File: src/rtl/plot_arbiter_pkg.sv
// plot_arbiter_pkg
//   Shared widths and FSM encoding for the pixel-plot arbiter and its
//   clear sweeper.
//   X_W     : horizontal coordinate width (9 bits, up to 511)
//   Y_W     : vertical coordinate width (8 bits, up to 255)
//   COLOR_W : pixel colour width (3 bits, RGB)
package plot_arbiter_pkg;

  localparam int X_W     = 9;
  localparam int Y_W     = 8;
  localparam int COLOR_W = 3;

  typedef enum logic [1:0] {
    ST_IDLE  = 2'd0,
    ST_SERVE = 2'd1,
    ST_CLEAR = 2'd2
  } state_t;

endpackage

File: src/rtl/plot_arbiter_clear.sv
// clear_sweeper
//   Raster walker for a full-screen clear. A start pulse (accepted only
//   while not already sweeping) begins at (0,0) and presents one pixel
//   per cycle, x inner and y outer, ending at (SCREEN_W-1, SCREEN_H-1).
//   Ports:
//     CLOCK_50 : clock, rising edge
//     reset    : asynchronous, active-high; abandons any sweep
//     start    : begin a sweep (ignored while running)
//     x, y     : current sweep coordinate
//     valid    : x/y hold a pixel to be plotted this cycle
//     done     : valid pixel is the final one of the frame
module clear_sweeper
  import plot_arbiter_pkg::*;
#(
  parameter int SCREEN_W = 320,
  parameter int SCREEN_H = 240
) (
  input  logic           CLOCK_50,
  input  logic           reset,
  input  logic           start,
  output logic [X_W-1:0] x,
  output logic [Y_W-1:0] y,
  output logic           valid,
  output logic           done
);

  localparam logic [X_W-1:0] X_LAST = X_W'(SCREEN_W - 1);
  localparam logic [Y_W-1:0] Y_LAST = Y_W'(SCREEN_H - 1);

  logic running;

  always_ff @(posedge CLOCK_50 or posedge reset) begin
    if (reset) begin
      running <= 1'b0;
      x       <= '0;
      y       <= '0;
    end else if (!running) begin
      if (start) begin
        running <= 1'b1;
        x       <= '0;
        y       <= '0;
      end
    end else if (x == X_LAST) begin
      x <= '0;
      if (y == Y_LAST) begin
        // Frame finished: park counters at zero so nothing runs past the frame.
        running <= 1'b0;
        y       <= '0;
      end else begin
        y <= y + 1'b1;
      end
    end else begin
      x <= x + 1'b1;
    end
  end

  assign valid = running;
  assign done  = running && (x == X_LAST) && (y == Y_LAST);

endmodule

File: src/rtl/plot_arbiter.sv
// plot_arbiter
//   Shares the VGA adapter's pixel-write port between two requesters
//   (A: HTML renderer, B: cursor/overlay) with round-robin arbitration, and
//   performs a full-screen clear on request.
//
//   state  | meaning
//   -------+------------------------------------------------------------
//   IDLE   | no requester pending; grants still allowed
//   SERVE  | at least one requester pending; one grant per cycle
//   CLEAR  | clear sweep running; no grants, clear_req ignored
//
//   Ports:
//     CLOCK_50, reset            : clock / async active-high reset
//     clear_req, clear_busy      : start a clear / clear in progress
//     a_req,a_x,a_y,a_colour,a_ack : requester A handshake and pixel
//     b_req,b_x,b_y,b_colour,b_ack : requester B handshake and pixel
//     vga_x,vga_y,vga_colour,vga_plot : registered pixel write
module plot_arbiter
  import plot_arbiter_pkg::*;
#(
  parameter int                 SCREEN_W     = 320,
  parameter int                 SCREEN_H     = 240,
  parameter logic [COLOR_W-1:0] CLEAR_COLOUR = {COLOR_W{1'b1}}
) (
  input  logic               CLOCK_50,
  input  logic               reset,
  input  logic               clear_req,
  output logic               clear_busy,
  input  logic               a_req,
  input  logic [X_W-1:0]     a_x,
  input  logic [Y_W-1:0]     a_y,
  input  logic [COLOR_W-1:0] a_colour,
  output logic               a_ack,
  input  logic               b_req,
  input  logic [X_W-1:0]     b_x,
  input  logic [Y_W-1:0]     b_y,
  input  logic [COLOR_W-1:0] b_colour,
  output logic               b_ack,
  output logic [X_W-1:0]     vga_x,
  output logic [Y_W-1:0]     vga_y,
  output logic [COLOR_W-1:0] vga_colour,
  output logic               vga_plot
);

  localparam logic [X_W-1:0] X_LIM = X_W'(SCREEN_W);
  localparam logic [Y_W-1:0] Y_LIM = Y_W'(SCREEN_H);

  state_t state, state_nxt;

  logic           last_b;       // last grant went to B
  logic           grant_a, grant_b;
  logic           sweep_start;
  logic [X_W-1:0] sweep_x;
  logic [Y_W-1:0] sweep_y;
  logic           sweep_valid, sweep_done;
  logic           a_in_frame, b_in_frame;

  assign a_in_frame = (a_x < X_LIM) && (a_y < Y_LIM);
  assign b_in_frame = (b_x < X_LIM) && (b_y < Y_LIM);

  clear_sweeper #(
    .SCREEN_W (SCREEN_W),
    .SCREEN_H (SCREEN_H)
  ) u_sweep (
    .CLOCK_50 (CLOCK_50),
    .reset    (reset),
    .start    (sweep_start),
    .x        (sweep_x),
    .y        (sweep_y),
    .valid    (sweep_valid),
    .done     (sweep_done)
  );

  always_ff @(posedge CLOCK_50 or posedge reset) begin
    if (reset) state <= ST_IDLE;
    else       state <= state_nxt;
  end

  always_comb begin
    state_nxt = state;
    case (state)
      ST_IDLE, ST_SERVE: begin
        if (clear_req)             state_nxt = ST_CLEAR;
        else if (a_req || b_req)   state_nxt = ST_SERVE;
        else                       state_nxt = ST_IDLE;
      end
      ST_CLEAR: begin
        if (sweep_done) state_nxt = ST_IDLE;
      end
      default: state_nxt = ST_IDLE;
    endcase
  end

  // Grant is combinational so a lone requester can be acked every cycle;
  // only the ack depends on req directly, the vga_* path is registered.
  // Reset gates the acks so they drop the instant reset asserts.
  always_comb begin
    grant_a     = 1'b0;
    grant_b     = 1'b0;
    sweep_start = 1'b0;
    if (!reset && (state != ST_CLEAR)) begin
      if (clear_req) begin
        sweep_start = 1'b1;
      end else if (a_req && b_req) begin
        grant_a = last_b;
        grant_b = !last_b;
      end else begin
        grant_a = a_req;
        grant_b = b_req;
      end
    end
    a_ack = grant_a;
    b_ack = grant_b;
  end

  always_ff @(posedge CLOCK_50 or posedge reset) begin
    if (reset) begin
      last_b     <= 1'b1;
      clear_busy <= 1'b0;
      vga_plot   <= 1'b0;
      vga_x      <= '0;
      vga_y      <= '0;
      vga_colour <= '0;
    end else begin
      clear_busy <= (state_nxt == ST_CLEAR);
      vga_plot   <= 1'b0;
      if (state == ST_CLEAR) begin
        if (sweep_valid) begin
          vga_x      <= sweep_x;
          vga_y      <= sweep_y;
          vga_colour <= CLEAR_COLOUR;
          vga_plot   <= 1'b1;
        end
      end else if (grant_a) begin
        last_b <= 1'b0;
        // Off-screen pixels are acked so the requester can move on,
        // but never reach the adapter.
        if (a_in_frame) begin
          vga_x      <= a_x;
          vga_y      <= a_y;
          vga_colour <= a_colour;
          vga_plot   <= 1'b1;
        end
      end else if (grant_b) begin
        last_b <= 1'b1;
        if (b_in_frame) begin
          vga_x      <= b_x;
          vga_y      <= b_y;
          vga_colour <= b_colour;
          vga_plot   <= 1'b1;
        end
      end
    end
  end

endmodule

File: config.mk
export PLATFORM = sky130hd
export DESIGN_NAME = plot_arbiter
export DESIGN_NICKNAME = d
export VERILOG_FILES = /design/src/rtl/plot_arbiter_pkg.sv /design/src/rtl/plot_arbiter_clear.sv /design/src/rtl/plot_arbiter.sv
export SDC_FILE = /design/constraint.sdc
export NUM_CORES = 1
export LEC_CHECK = 0
export ABC_AREA = 1
export BUFFER_PORTS_ARGS = -buffer_cell sky130_fd_sc_hd__buf_2
export CAP_MARGIN = 20
export CORE_UTILIZATION = 54
export DETAILED_ROUTE_END_ITERATION = 7
export PLACE_DENSITY = 0.91
export RECOVER_POWER = 50
export SYNTH_ARGS = -nofsm -noshare
export SYNTH_HDL_FRONTEND = slang
export SYNTH_SLANG_ARGS = --single-unit
File: constraint.sdc
create_clock -name CLOCK_50 -period 2.3 [get_ports CLOCK_50]
set_input_delay 0.23 -clock CLOCK_50 [delete_from_list [all_inputs] [get_ports CLOCK_50]]
set_output_delay 0.23 -clock CLOCK_50 [all_outputs]
set_load 0.1 [all_outputs]
; Yosys cells after proc, flatten, opt, wreduce, memory -nomap -nowiden
; Cells that the tools add are included.
[word_totals]
out_inout_bits = 24
ff_bits = 43
elab_cells = 93
[op_classes]
n_eq_ne = 9
n_addsub = 2
reduce_logical = 18
n_mux = 49
order_cmp = 4
n_bitwise = 1
[op_table]
columns = op, n
row1 = $mux W9, 9
row2 = $mux W8, 10
row3 = $mux W1, 21
row4 = $lt A9 B9 Y1 const B, 2
row5 = $mux W3, 6
row6 = $lt A8 B8 Y1 const B, 2
row7 = $add A9 B1 Y9 const B, 1
row8 = $eq A9 B9 Y1 const B, 1
row9 = $add A8 B1 Y8 const B, 1
row10 = $eq A8 B8 Y1 const B, 1
row11 = $logic_and A1 B1 Y1, 6
row12 = $reduce_bool A3 Y1, 2
row13 = $eq A2 B2 Y1 const B, 2
row14 = $mux W2, 2
row15 = $ne A2 B2 Y1 const B, 2
row16 = $pmux W2 S2, 1
row17 = $reduce_and A2 Y1, 2
row18 = $reduce_and A4 Y1, 1
row19 = $reduce_bool A2 Y1, 2
row20 = $ne A3 B1 Y1 const B, 1
row21 = $eq A2 B1 Y1 const B, 1
row22 = $logic_not A1 Y1, 2
row23 = $logic_not A2 Y1, 1
row24 = $ne A2 B1 Y1 const B, 1
row25 = other kinds (3), 3

; Depth between registers and ports, before layout
[depth]
word_depth = 7
ltp_mapped = 9
ltp_nobuf = 9

; Hierarchy
; From an unflattened synthesis, not the netlist that was laid out.
[hier_totals]
cells_unflattened = 397
area_unflattened_um2 = 2741.4
[modules_own_cells]
columns = mod, cells_per_inst, n_inst, area_per_inst_um2
row1 = plot_arbiter, 265, 1, 1712.9
row2 = clear_sweeper, 132, 1, 1028.5

; Worst setup path after synthesis
; Ideal clock, no wire load.
[synth_timing]
kind = input port to flip-flop
start = input port reset
end = register vga_x[0]
required_ns = 2.179
t_arrival_ns = 1.991
n_path_buf = 1
slack_ns = 0.188
cell_stages = 7
path_cell_list = inv_2 nand2_4 nor2_4 nand2_4 buf_2 nand4_1 nand2_1
[synth_via]
elab_chain_len = 5
word_cells_on_any_way = 10
[synth_rtl]
columns = element, line
row1 = start: declaration, plot_arbiter.sv:26  ; input logic reset,
row2 = $logic_not A1 Y1 (no line), --
row3 = $logic_and A1 B1 Y1, plot_arbiter.sv:101  ; if (!reset && (state != ST_CLEAR)) begin
row4 = $mux W1, plot_arbiter.sv:101
row5 = named net b_ack, plot_arbiter.sv:38  ; output logic b_ack,
row6 = $reduce_bool A3 Y1 (no line), --
row7 = $reduce_and A4 Y1 (no line), --
row8 = end signal: assignment, plot_arbiter.sv:129  ; vga_x <= sweep_x;
row9 = end: declaration, plot_arbiter.sv:39  ; output logic [X_W-1:0] vga_x,
; The timed path passes the listed nets, and every way through them passes these cells.
; A chain may end at the register's enable or synchronous reset.

; Worst setup path after layout
[layout_timing]
start = register state[1]
end = register vga_colour[0]
[layout_via]
elab_chain_len = 5
word_cells_on_any_way = 12
[layout_rtl]
columns = element, line
row1 = start: declaration, plot_arbiter.sv:48  ; state_t state, state_nxt;
row2 = start signal: assignment, plot_arbiter.sv:76  ; else state <= state_nxt;
row3 = $ne A2 B2 Y1, plot_arbiter.sv:101
row4 = $logic_and A1 B1 Y1, plot_arbiter.sv:101
row5 = $mux W1, plot_arbiter.sv:101
row6 = "$ne A3 B1 Y1 (no line), or another cell as far along", --
row7 = $reduce_and A4 Y1 (no line) / $mux W3 (equally long branches), --
row8 = end signal: assignment, plot_arbiter.sv:141  ; vga_colour <= a_colour;
row9 = end signal: assignment, plot_arbiter.sv:149  ; vga_colour <= b_colour;
row10 = end: declaration, plot_arbiter.sv:41  ; output logic [COLOR_W-1:0] vga_colour,
; Parallel ways exist; a longest one is shown, timed or not.

==> results_dict.tcl <==
set metrics [dict create \
    status "complete, no violations" \
    tritoncts_clock_tree "built" \
    timing.final.max_slew_violations 0 \
    synth-seq-cells 43 \
    synth_area_um2 2720 \
    chipWidth_um 73.0 \
    post_cts.resized_instances 0 \
    synth.area.top_cells "sky130_fd_sc_hd__dfrtp_1 39%, sky130_fd_sc_hd__nand2_1 14%, sky130_fd_sc_hd__nand3_1 9.4%" \
    fp.dieArea_um2 5330 \
    dp.final_hpwl_mm 5.24 \
    cts_setup_buffers 0 \
    power.total_w 0.00440 \
    critical_path_arrival_ns 2.07 \
    port-buffer-count 68 \
    finClkSkew_ns 0.00592 \
    vias_per_cell 5.65 \
    report.final.hold_viol_count 0 \
    critPathCapture "vga_colour[0]" \
    yosysTopAreaCell "sky130_fd_sc_hd__dfrtp_1" \
    crit_chain "nand2_4 > nand2_4 > nor2_4 > nand2_4 > nand3_4 > nand2_1 > o21ai_2" \
    gp_routability_congestion 0.890 \
    cts.hold.buffers_added 0 \
    clock_sink_count 43 \
    final_layout_size_suffix_gt1_share_pct 25.5 \
    hold_class "primary input to flop" \
    worst_skew_pair.late_latency_ns 0.30 \
    multi_input_combinational_cell_area_um2 1410 \
    globalRouteTotalUtil_pct 29.9 \
    number_of_global_route_vias_before_repair 2579 \
    path_common_cell "sky130_fd_sc_hd__nand2_4" \
    post_layout_nets 473 \
    area_delta_synth_final_pct 18.3 \
    cts.path.max_buffers 2 \
    htree_num_levels 2 \
    finish.utilization_pct 67.2 \
    peakVddDrop_v 0.00155 \
    number_of_antenna_violations_at_the_first_check_in_global_routing 0 \
    clk_slew_on_worst_s_h_paths_ns 0.08 \
    netlist-cell-type-count 29 \
    hold_depth 2 \
    tightest_slew_ns 1.17 \
    critical_path.max_stage_delay_ns 0.44 \
    dpl.cell_count 486 \
    grt_overflow_total 0 \
    filler_cell_count 415 \
    ys.warnings.count 0 \
    path_class "flop to flop" \
    totalWireLength_mm 7.39 \
    standard_cell_core_area_um2 4790 \
    via_count 2791 \
    number_of_buffers_inserted_during_clock_tree_synthesis 5 \
    std_cell_rows 25 \
    cp_max_fo 25 \
    power_density_nw_per_um2 1370 \
    io_pins 69 \
    fin_crit_sh_pct 80.1 \
    max_freq_ghz 0.543 \
    setup_viol 0 \
    synth_top_area_share_pct 38.6 \
    setup-tns-final_ns 0 \
    period_minus_slack_ns 1.84 \
    max-slew-margin-rel_pct 22.1 \
    critical_path.startpoint_type "flop" \
    synth.avg_cell_area_um2 7.53 \
    reg2reg_depth 7 \
    starting_density_pct 56.8 \
    synth_seq_area_share_pct 39.6 \
    grt_setup_unrepaired "false" \
    largest_net_degree_at_the_start_of_global_routing 44 \
    crit_start "state[1]" \
    cts_root_buffer "sky130_fd_sc_hd__clkbuf_8" \
    crit_path_top_delay_cell "sky130_fd_sc_hd__dfrtp_1" \
    cp-end-kind "flop" \
    worst_r2r_endpoint "vga_colour[0]" \
    antenna_left 0 \
    finish.cell_count_without_fillers 494 \
    route.detailed.drc 0 \
    synth_cells 361 \
    detailedRoute.firstPassIterationCount 5 \
    floorplan.die.height_um 73.0 \
    antenna_cells 0 \
    p_leak_nw 1.70 \
    r2r-start "state[1]" \
    regToRegSetupSlack_ns 0.46 \
    grt_pass1_wl_mm 11.9 \
    drt_first_iter_violations 384 \
    post_synthesis_net_count 408 \
    timing.max_cap.violations 0 \
    cp_data_required_time_ns 2.53 \
    regArea_um2 1080 \
    detailed_route_wire_length_per_cell_um 15.0 \
]
## layout make-up
| class | instances | area share, % |
|---|---|---|
| Clock buffer | 6 | 2.57 |
| Clock inverter | 2 | 1.09 |
| Inverter | 38 | 4.43 |
| Multi-Input combinational cell | 266 | 43.9 |
| Sequential cell | 43 | 33.5 |
| Tap cell | 67 | 2.60 |
| Timing Repair Buffer | 72 | 11.9 |
## through the flow
step / instance area [µm²] / setup WS (ns) / hold WS, ns
6_report: 3220 / 0.459 / 0.186
5_1_grt: 3220 / 0.300 / 0.203
4_1_cts: 3240 / 0.477 / 0.143
3_5_place_dp: 3120 / 0.479 / 0.465
3_3_place_gp: 3120 / 0.540 / 0.461
2_1_floorplan: 2720 / 0.188 / 0.253
## power by group
group | internal [W] | leakage (nW) | switching [W]
Clock | 0.000351 | 0.0612 | 0.000263
Combinational | 0.000480 | 1.12 | 0.00219
Sequential | 0.000978 | 0.523 | 0.000134
## flip-flops by register name, indices dropped and copies added, names as in the netlist
register       count
u_sweep.valid      1
vga_y              8
vga_plot           1
vga_x              9
u_sweep.x          9
clear_busy         1
u_sweep.y          8
last_b             1
state              2
vga_colour         3
## cells by family (layout without fill, tap and decap cells)
group,after synthesis,count (layout),share of synthesized area [%]
flip-flops,43,43,39.6
buffers and inverters,52,118,8.42
AO/OA/AOI/OAI,23,23,4.92
AND/OR/NAND/NOR,236,236,44.5
XOR/XNOR,5,5,1.61
adder cells (fa/ha/maj),2,2,0.920
## placed cells by master, fill, tap and decap left out, drive strengths merged
cell	Yosys	final
nand2	113	113
nand3	69	69
buf	9	59
dfrtp	42	42
inv	38	38
nor2	27	27
nand4	26	26
clkbuf	5	19
o21ai	13	13
o22ai	7	7
xor2	4	4
a21oi	2	2
ha	2	2
or2	1	1
xnor2	1	1
a211oi	1	1
clkinv	0	1
bufinv	0	1
dfstp	1	1
## synth_stat cells
library cell,instances
sky130_fd_sc_hd__dfrtp_1,42
sky130_fd_sc_hd__a21oi_1,2
sky130_fd_sc_hd__nor2_4,2
sky130_fd_sc_hd__clkbuf_1,5
sky130_fd_sc_hd__inv_2,9
sky130_fd_sc_hd__nand2_4,4
sky130_fd_sc_hd__nor2_1,23
sky130_fd_sc_hd__dfstp_2,1
sky130_fd_sc_hd__nor2_8,1
sky130_fd_sc_hd__nand4_1,26
sky130_fd_sc_hd__buf_2,6
sky130_fd_sc_hd__o22ai_1,7
sky130_fd_sc_hd__xor2_1,4
sky130_fd_sc_hd__nand3_4,1
sky130_fd_sc_hd__buf_8,2
sky130_fd_sc_hd__nand3_1,51
sky130_fd_sc_hd__nand2_1,105
sky130_fd_sc_hd__nand2_2,4
sky130_fd_sc_hd__xnor2_1,1
sky130_fd_sc_hd__buf_4,1
sky130_fd_sc_hd__nand3_2,17
sky130_fd_sc_hd__o21ai_0,2
sky130_fd_sc_hd__ha_1,2
sky130_fd_sc_hd__o21ai_1,9
sky130_fd_sc_hd__or2_1,1
sky130_fd_sc_hd__inv_1,29
sky130_fd_sc_hd__o21ai_2,2
sky130_fd_sc_hd__nor2_2,1
sky130_fd_sc_hd__a211oi_1,1
## how the worst min path moves through the flow
stage	from	slack [ns]	endpoint
floorplan	reset	0.25	clear_busy
global placement	reset	0.46	vga_colour[1]
detailed placement	reset	0.46	vga_colour[1]
CTS	reset	0.14	vga_colour[1]
global route	clear_req	0.20	state[0]
finish	clear_req	0.19	state[0]
## critical path, delay by kind of cell (launching register included)
| kind | cells | cell delay [ns] |
|---|---|---|
| simple gates | 6 | 1.24 |
| flops | 1 | 0.44 |
| compound gates | 1 | 0.07 |
## routing by layer
metal,up-vias,wire length (µm),global-route usage (%)
li1,1325,-,-
met1,1290,2990,38.6
met2,152,3680,51.1
met3,24,547,5.52
met4,0,170,9.15
met5,-,0,0
No activity file was read; power rests on OpenSTA's default activity.
